[src/rtl/sat_ctr_bank.sv]
// Bank of independent saturating/wrapping up/down counters sharing a live upper bound.
// Each channel is a sat_ctr_lane. The bank itself owns only the sticky error flag.

module sat_ctr_lane #(
  parameter int WIDTH = 3
) (
  input  logic             clk,
  input  logic             rst,
  input  logic             clr,
  input  logic             load,
  input  logic             en,
  input  logic             dir,
  input  logic             wrap,
  input  logic [WIDTH-1:0] load_val,
  input  logic [WIDTH-1:0] limit,
  output logic [WIDTH-1:0] cnt,
  output logic             ovf,
  output logic             unf,
  output logic             err_evt
);
  logic [WIDTH-1:0] cnt_nxt;
  logic             ovf_nxt, unf_nxt;

  always_comb begin
    cnt_nxt = cnt;
    ovf_nxt = 1'b0;
    unf_nxt = 1'b0;
    err_evt = 1'b0;
    if (clr) begin
      cnt_nxt = '0;
    end else if (load) begin
      if (load_val > limit) begin
        cnt_nxt = limit;
        err_evt = 1'b1;
      end else begin
        cnt_nxt = load_val;
      end
    end else if (cnt > limit) begin
      // limit was lowered under us: pull back into range whether or not enabled
      cnt_nxt = limit;
      err_evt = 1'b1;
    end else if (en) begin
      if (dir) begin
        if (cnt == limit) begin
          ovf_nxt = 1'b1;
          cnt_nxt = wrap ? '0 : limit;
        end else begin
          cnt_nxt = cnt + 1'b1;
        end
      end else begin
        if (cnt == '0) begin
          unf_nxt = 1'b1;
          cnt_nxt = wrap ? limit : '0;
        end else begin
          cnt_nxt = cnt - 1'b1;
        end
      end
    end
  end

  always_ff @(posedge clk) begin
    if (!rst) begin
      cnt <= '0;
      ovf <= 1'b0;
      unf <= 1'b0;
    end else begin
      cnt <= cnt_nxt;
      ovf <= ovf_nxt;
      unf <= unf_nxt;
    end
  end
endmodule

module sat_ctr_bank #(
  parameter int WIDTH    = 3,
  parameter int CHANNELS = 4
) (
  input  logic                      clk,
  input  logic                      rst,
  input  logic [CHANNELS-1:0]       clr,
  input  logic [CHANNELS-1:0]       load,
  input  logic [WIDTH*CHANNELS-1:0] load_val,
  input  logic [CHANNELS-1:0]       en,
  input  logic [CHANNELS-1:0]       dir,
  input  logic                      wrap,
  input  logic [WIDTH-1:0]          limit,
  output logic [WIDTH*CHANNELS-1:0] out,
  output logic [CHANNELS-1:0]       ovf,
  output logic [CHANNELS-1:0]       unf,
  output logic                      err
);
  logic [CHANNELS-1:0][WIDTH-1:0] lv, cnt_q;
  logic [CHANNELS-1:0]            err_evt;

  assign lv  = load_val;
  assign out = cnt_q;

  for (genvar i = 0; i < CHANNELS; i++) begin : g_lane
    sat_ctr_lane #(.WIDTH(WIDTH)) u_lane (
      .clk      (clk),
      .rst      (rst),
      .clr      (clr[i]),
      .load     (load[i]),
      .en       (en[i]),
      .dir      (dir[i]),
      .wrap     (wrap),
      .load_val (lv[i]),
      .limit    (limit),
      .cnt      (cnt_q[i]),
      .ovf      (ovf[i]),
      .unf      (unf[i]),
      .err_evt  (err_evt[i])
    );
  end

  always_ff @(posedge clk) begin
    if (!rst) err <= 1'b0;
    else      err <= err | (|err_evt);
  end
endmodule
[config.mk]
export PLATFORM = sky130hd
export DESIGN_NAME = sat_ctr_bank
export DESIGN_NICKNAME = d
export VERILOG_FILES = /design/src/rtl/sat_ctr_bank.sv
export SDC_FILE = /design/constraint.sdc
export NUM_CORES = 1
export LEC_CHECK = 0
export CORE_MARGIN = 2
export CORE_UTILIZATION = 50
export CTS_CLUSTER_SIZE = 10
export DETAILED_ROUTE_END_ITERATION = 10
export PLACE_DENSITY = 0.9
export SETUP_SLACK_MARGIN = 0.4
export SLEW_MARGIN = 5
export SYNTH_ARGS = -nofsm -noshare
export SYNTH_HDL_FRONTEND = slang
export SYNTH_HIERARCHICAL = 1
export SYNTH_SLANG_ARGS = --single-unit
[constraint.sdc]
create_clock -name clk -period 2.1 [get_ports clk]
set_input_delay 0.21 -clock clk [delete_from_list [all_inputs] [get_ports clk]]
set_output_delay 0.21 -clock clk [all_outputs]
set_load 0.05 [all_outputs]
Word-level counts from Yosys, hierarchy flattened

Index checks and enable logic that the tools add are counted.

Input bits: 34
Word-level logic and storage cells: 118
Bits in registers: 21

$add $sub $neg: 8
Eq/ne operators: 4
Bitwise operators: 10
Magnitude comparators: 8
Reduce and logical (&&, ||, !) cells: 21
Muxes and demuxes: 54

Operator list:

| kind                                              | count |
|---|---|
| 2-to-1 mux 3 bit                                  | 30 |
| OR reduction 6 bit                                | 8 |
| > comparator 3 bit                                | 8 |
| 2-to-1 mux 1 bit                                  | 24 |
| adder 3 x 1 -> 3 bit (second input constant)      | 4 |
| equality test 3 bit                               | 4 |
| zero test 3 bit                                   | 4 |
| nonzero test 3 bit                                | 4 |
| subtractor 3 x 1 -> 3 bit (second input constant) | 4 |
| inverter 1 bit                                    | 9 |
| OR reduction 2 bit                                | 4 |
| OR reduction 4 bit                                | 1 |
| OR 1 bit                                          | 1 |

Longest topological paths before layout

Word-level depth: 6
Depth in mapped cells: 9

Hierarchy

The synthesis kept the hierarchy.

By module, submodules not included:

| module       | area each (µm²) | sequential area each (µm²) | instances | cells an instance |
|---|---|---|---|---|
| sat_ctr_lane | 534.3           | 100.1                      | 4         | 67 |
| sat_ctr_bank | 35.0            | 20.0                       | 1         | 3 |

Worst setup path before layout

No wires, ideal clock.

Path kind: reg2reg
Start point: reg g_lane[0].u_lane.cnt[0]
End point: reg err
Setup time: 0.115 ns
Slack: -0.278 ns
Data arrival time: 2.264 ns
Data required time: 1.985 ns
Buffers on the path: 0
Cell stages (with the launch flop): 9
Cells stage by stage: dfxtp_1 inv_1 ha_1 nand3_1 a21boi_1 mux2i_1 nor2_1 or4_1 o21a_1

Cells in the longest elaborated chain, start to end: 6

Ends and longest elaborated chain:

| what                     | line | source |
|---|---|---|
| start: declaration       | 16   | `output logic [WIDTH-1:0] cnt,` |
| start signal: assignment | 67   | `cnt <= cnt_nxt;` |
| > comparator 3 bit       | 38   | `end else if (cnt > limit) begin` |
| 2-to-1 mux 1 bit         | 38   |  |
| 2-to-1 mux 1 bit         | 31   | `end else if (load) begin` |
| 2-to-1 mux 1 bit         | 29   | `if (clr) begin` |
| via err_evt[0]           | 93   | `logic [CHANNELS-1:0] err_evt;` |
| OR reduction 4 bit       | 118  | `else err <= err \| (\|err_evt);` |
| OR 1 bit                 | 118  |  |
| end signal: assignment   | 118  |  |
| end: declaration         | 90   | `output logic err` |

The timed path passes the listed nets, and every way through them passes these cells.
A chain may end at the register's enable or synchronous reset.

Final worst setup path

Start point: in limit[1]
End point: reg err

Cells in the longest elaborated chain, start to end: 6
Elaborated cells between the ends (all ways): 26
Those cells by class: 8 x order compare; 16 x mux; 1 x bitwise; 1 x reduce/logical

Ends and longest elaborated chain:

| what                                  | line   | source |
|---|---|---|
| start: declaration                    | 86     | `input logic [WIDTH-1:0] limit,` |
| > comparator 3 bit (on tied branches) | 38, 32 |  |
| 2-to-1 mux 1 bit (on tied branches)   | 38, 32 |  |
| 2-to-1 mux 1 bit (*)                  | 31     |  |
| 2-to-1 mux 1 bit (*)                  | 29     |  |
| via err_evt[0]                        | 93     |  |
| OR reduction 4 bit (*)                | 118    |  |
| OR 1 bit (*)                          | 118    |  |

The timed path passes the listed nets; every way through them passes the cells marked *.

==> results_dict.tcl <==
set metrics [dict create \
    die_h_um 69.9 \
    post_drt_wl_per_cell_um 23.2 \
    p_seq_share_pct 26.2 \
    finalSetupViolations 0 \
    antenna_found_initial 0 \
    htree_levels 1 \
    power_frac_clock_pct 16.4 \
    cp_data_arrival_time_ns 2.22 \
    period_share_pct 97.7 \
    die-width_um 69.9 \
    routed_via_density 6.75 \
    comb_power_share_pct 57.3 \
    worstMarginPinSlew_ns 0.616 \
    die_area_mm2 0.00489 \
    drc 0 \
    dr.pass1.iters 6 \
    drive_gt1_share_pct 39.9 \
    synth_top_cell_by_area "ha_1" \
    grt.met1_usage_pct 34.5 \
    io_buffers 54 \
    multi_input_area_mm2 0.00205 \
    area_growth_pct 72.4 \
    post_dp_cell_area_mm2 0.00315 \
    worst_ep_required_time_ns 2.27 \
    ys_top_cells_by_area "ha_1 21%, dfxtp_1 19%, nand3_1 6.5%, inv_1 5.5%, a22oi_1 4.1%" \
    synth-main-ff-cell "dfxtp_1" \
    diodes 0 \
    drv_cap 0 \
    rows 23 \
    switchingPower_mw 0.706 \
    yosys.area_share.simple_pct 25.2 \
    fill_cells 145 \
    synth_top_family_by_area "simple AND/OR/NAND/NOR gates" \
    synth_async_sr_flop_share_pct 0 \
    nNetsFinal 442 \
    end_kind "flip-flop" \
    finClkSkew_ns 0.00632 \
    coreArea_mm2 0.00409 \
    status "finished clean" \
    synthDominantCellAreaShare_pct 20.7 \
    synth_compound_area_share_pct 22.2 \
    clkTransAtPathRegs_ns 0.09 \
    power.internal_mw 1.02 \
    syn_nets 341 \
    path_class "in2reg" \
    synthAdderAreaFrac_pct 20.7 \
    fin_hold_ws_ns 0.383 \
    root_buffer "clkbuf_8" \
    syn_area_mm2 0.00217 \
    tritoncts "yes" \
    muxShareOfSynthArea_pct 3.92 \
    max_freq_mhz 488 \
    grt.overflow.total 0 \
    utilization_pct 91.6 \
    synth_xor_area_share_pct 1.61 \
    synth_edf_count 0 \
    timing.final.hold_violations 0 \
    met3_usage_pct 6.20 \
    clk_latency_ns 0.27 \
    num_vias 2843 \
    cts_num_sinks 21 \
    gp_congestion 0.910 \
    ys_warn_count 6 \
    startpoint_type "input pin" \
    io-pin-count 55 \
    regArea_um2 465 \
    grt_busiest_layer "met2" \
    period_minus_slack_ns 2.05 \
    wl_um 9770 \
    hold_buffers 0 \
    grtUsageMet2_pct 55.3 \
    initial_core_util_pct 53.2 \
    final_area_mm2 0.00374 \
    yosys_register_bits 21 \
    netlist_instances 271 \
    grt_setup_unrepaired "yes" \
    cp_max_fo 3 \
    postSynthAreaPerCell_um2 8.02 \
    synth_common_cells "36 x ha_1, 32 x inv_1, 28 x nand3_1" \
    ir_drop_v 0.000381 \
    swShare_pct 40.8 \
    yosysSeqAreaShare_pct 19.4 \
    pwr_density_cell_mw_per_mm2 462 \
    slew_headroom_pct 58.9 \
    hold_class "in2reg" \
    cts_buffers 3 \
    hpwl_um 5070 \
    cts_buffer_depth 2 \
    grt_max_degree 13 \
    synth_cell_types 28 \
    synth.most_common_cell "ha_1" \
    grtUsageTotal_pct 30.0 \
    grt_pass1_vias 2555 \
    drtIter0Drc 291 \
    slew_violations 0 \
    ant_nets 0 \
    grt_pass1_wl_um 12000 \
    leakage_nw 1.65 \
]
==> registers in the layout, indices dropped and copies added (netlist names) <==
name and cells:
g_lane.u_lane/ovf 4, g_lane.u_lane/unf 4, g_lane.u_lane/cnt 12, err 1
==> layout make-up <==
type | count | area share (%)
clock buffers | 3 | 1.10
clock inverters | 1 | 0.134
inverters | 36 | 3.88
multi-input cells | 210 | 54.7
flip-flops and latches | 21 | 12.4
well taps | 50 | 1.67
repair buffers | 100 | 26.1
==> cells in the final DEF (no fill, tap or decap), drive strengths merged <==
cell type and n:
clkdlybuf4s50 38, nor3b 12, clkbuf 4, nand3 28, nor2 8, o311ai 4, dlymetal6s2s 8, inv 36
dlygate4sd2 5, nor3 4, mux2 4, a21boi 4, or4 1, bufbuf 1, or3 8, xor2 4
a32oi 4, o21a 5, a31oi 12, o21ai 16, a21oi 8, buf 46, o211ai 4, and4 4
nand3b 12, ha 36, nor2b 12, mux2i 4, a22oi 12, clkdlybuf4s15 1, dfxtp 21, o31ai 4
clkinv 1
==> critical path, stage by stage <==
cell             delay [ns]
clkdlybuf4s15_2        0.22
inv_2                  0.14
ha_4                   0.22
nor2b_1                0.13
o21ai_1                0.20
a32oi_2                0.11
mux2i_1                0.20
nor2_1                 0.09
or4_1                  0.52
o21a_1                 0.18
==> cells by family after synthesis <==
| family | count (synthesis) |
|---|---|
| compound gates | 73 |
| xor+xnor | 4 |
| fa+ha+maj | 36 |
| buf+inv | 40 |
| flops | 21 |
| mux | 8 |
| simple gates | 89 |
==> worst paths after layout <==
kind                                                            from                                   end  slack, ns  depth (start not counted)
worst max-delay path                                        limit[1]                        err$_SDFF_PN0_       0.05                         10
worst min-delay path                                     load_val[2]  g_lane[0].u_lane/cnt[2]$_SDFFE_PP0P_       0.38                          3
worst max register to register  g_lane[0].u_lane/cnt[1]$_SDFFE_PP0P_                        err$_SDFF_PN0_       0.13                          7
worst min register to register  g_lane[0].u_lane/cnt[1]$_SDFFE_PP0P_  g_lane[0].u_lane/cnt[1]$_SDFFE_PP0P_       0.58                          2
==> layer usage <==
layer,wire length (um),vias up
met4,669,0
li1,-,1223
met5,0,-
met2,4780,219
met1,3400,1327
met3,916,74
==> metrics by stage <==
| step | setup TNS (ns) | setup WS (ns) | std cells | power [mW] |
|---|---|---|---|---|
| 2_1_floorplan | 0 | 0.150 | 271 | 0.901 |
| 3_3_place_gp | -2.09 | -0.277 | 392 | 1.16 |
| 3_5_place_dp | -2.46 | -0.342 | 392 | 1.18 |
| 4_1_cts | 0 | 0.233 | 411 | 1.53 |
| 5_1_grt | -0.00868 | -0.00868 | 421 | 1.79 |
| 6_report | 0 | 0.0489 | 421 | 1.73 |
==> power groups by stage <==
| stage | logic (mW) | clock network (mW) | registers [mW] |
|---|---|---|---|
| 2_1_floorplan | 0.373 | 0 | 0.529 |
| 3_3_place_gp | 0.695 | 0 | 0.463 |
| 3_5_place_dp | 0.721 | 0 | 0.463 |
| 4_1_cts | 0.796 | 0.281 | 0.449 |
| 5_1_grt | 1.04 | 0.297 | 0.456 |
| 6_report | 0.992 | 0.284 | 0.454 |
==> timing repair <==
| item | CTS | global route |
|---|---|---|
| resized for setup | 34 | 58 |
| gates cloned | 1 | 0 |
| pin swaps | 11 | 19 |
| endpoints found under the setup margin | 18 | 20 |
| buffers inserted | 14 | 10 |
No activity file was read; power rests on OpenSTA's default activity.
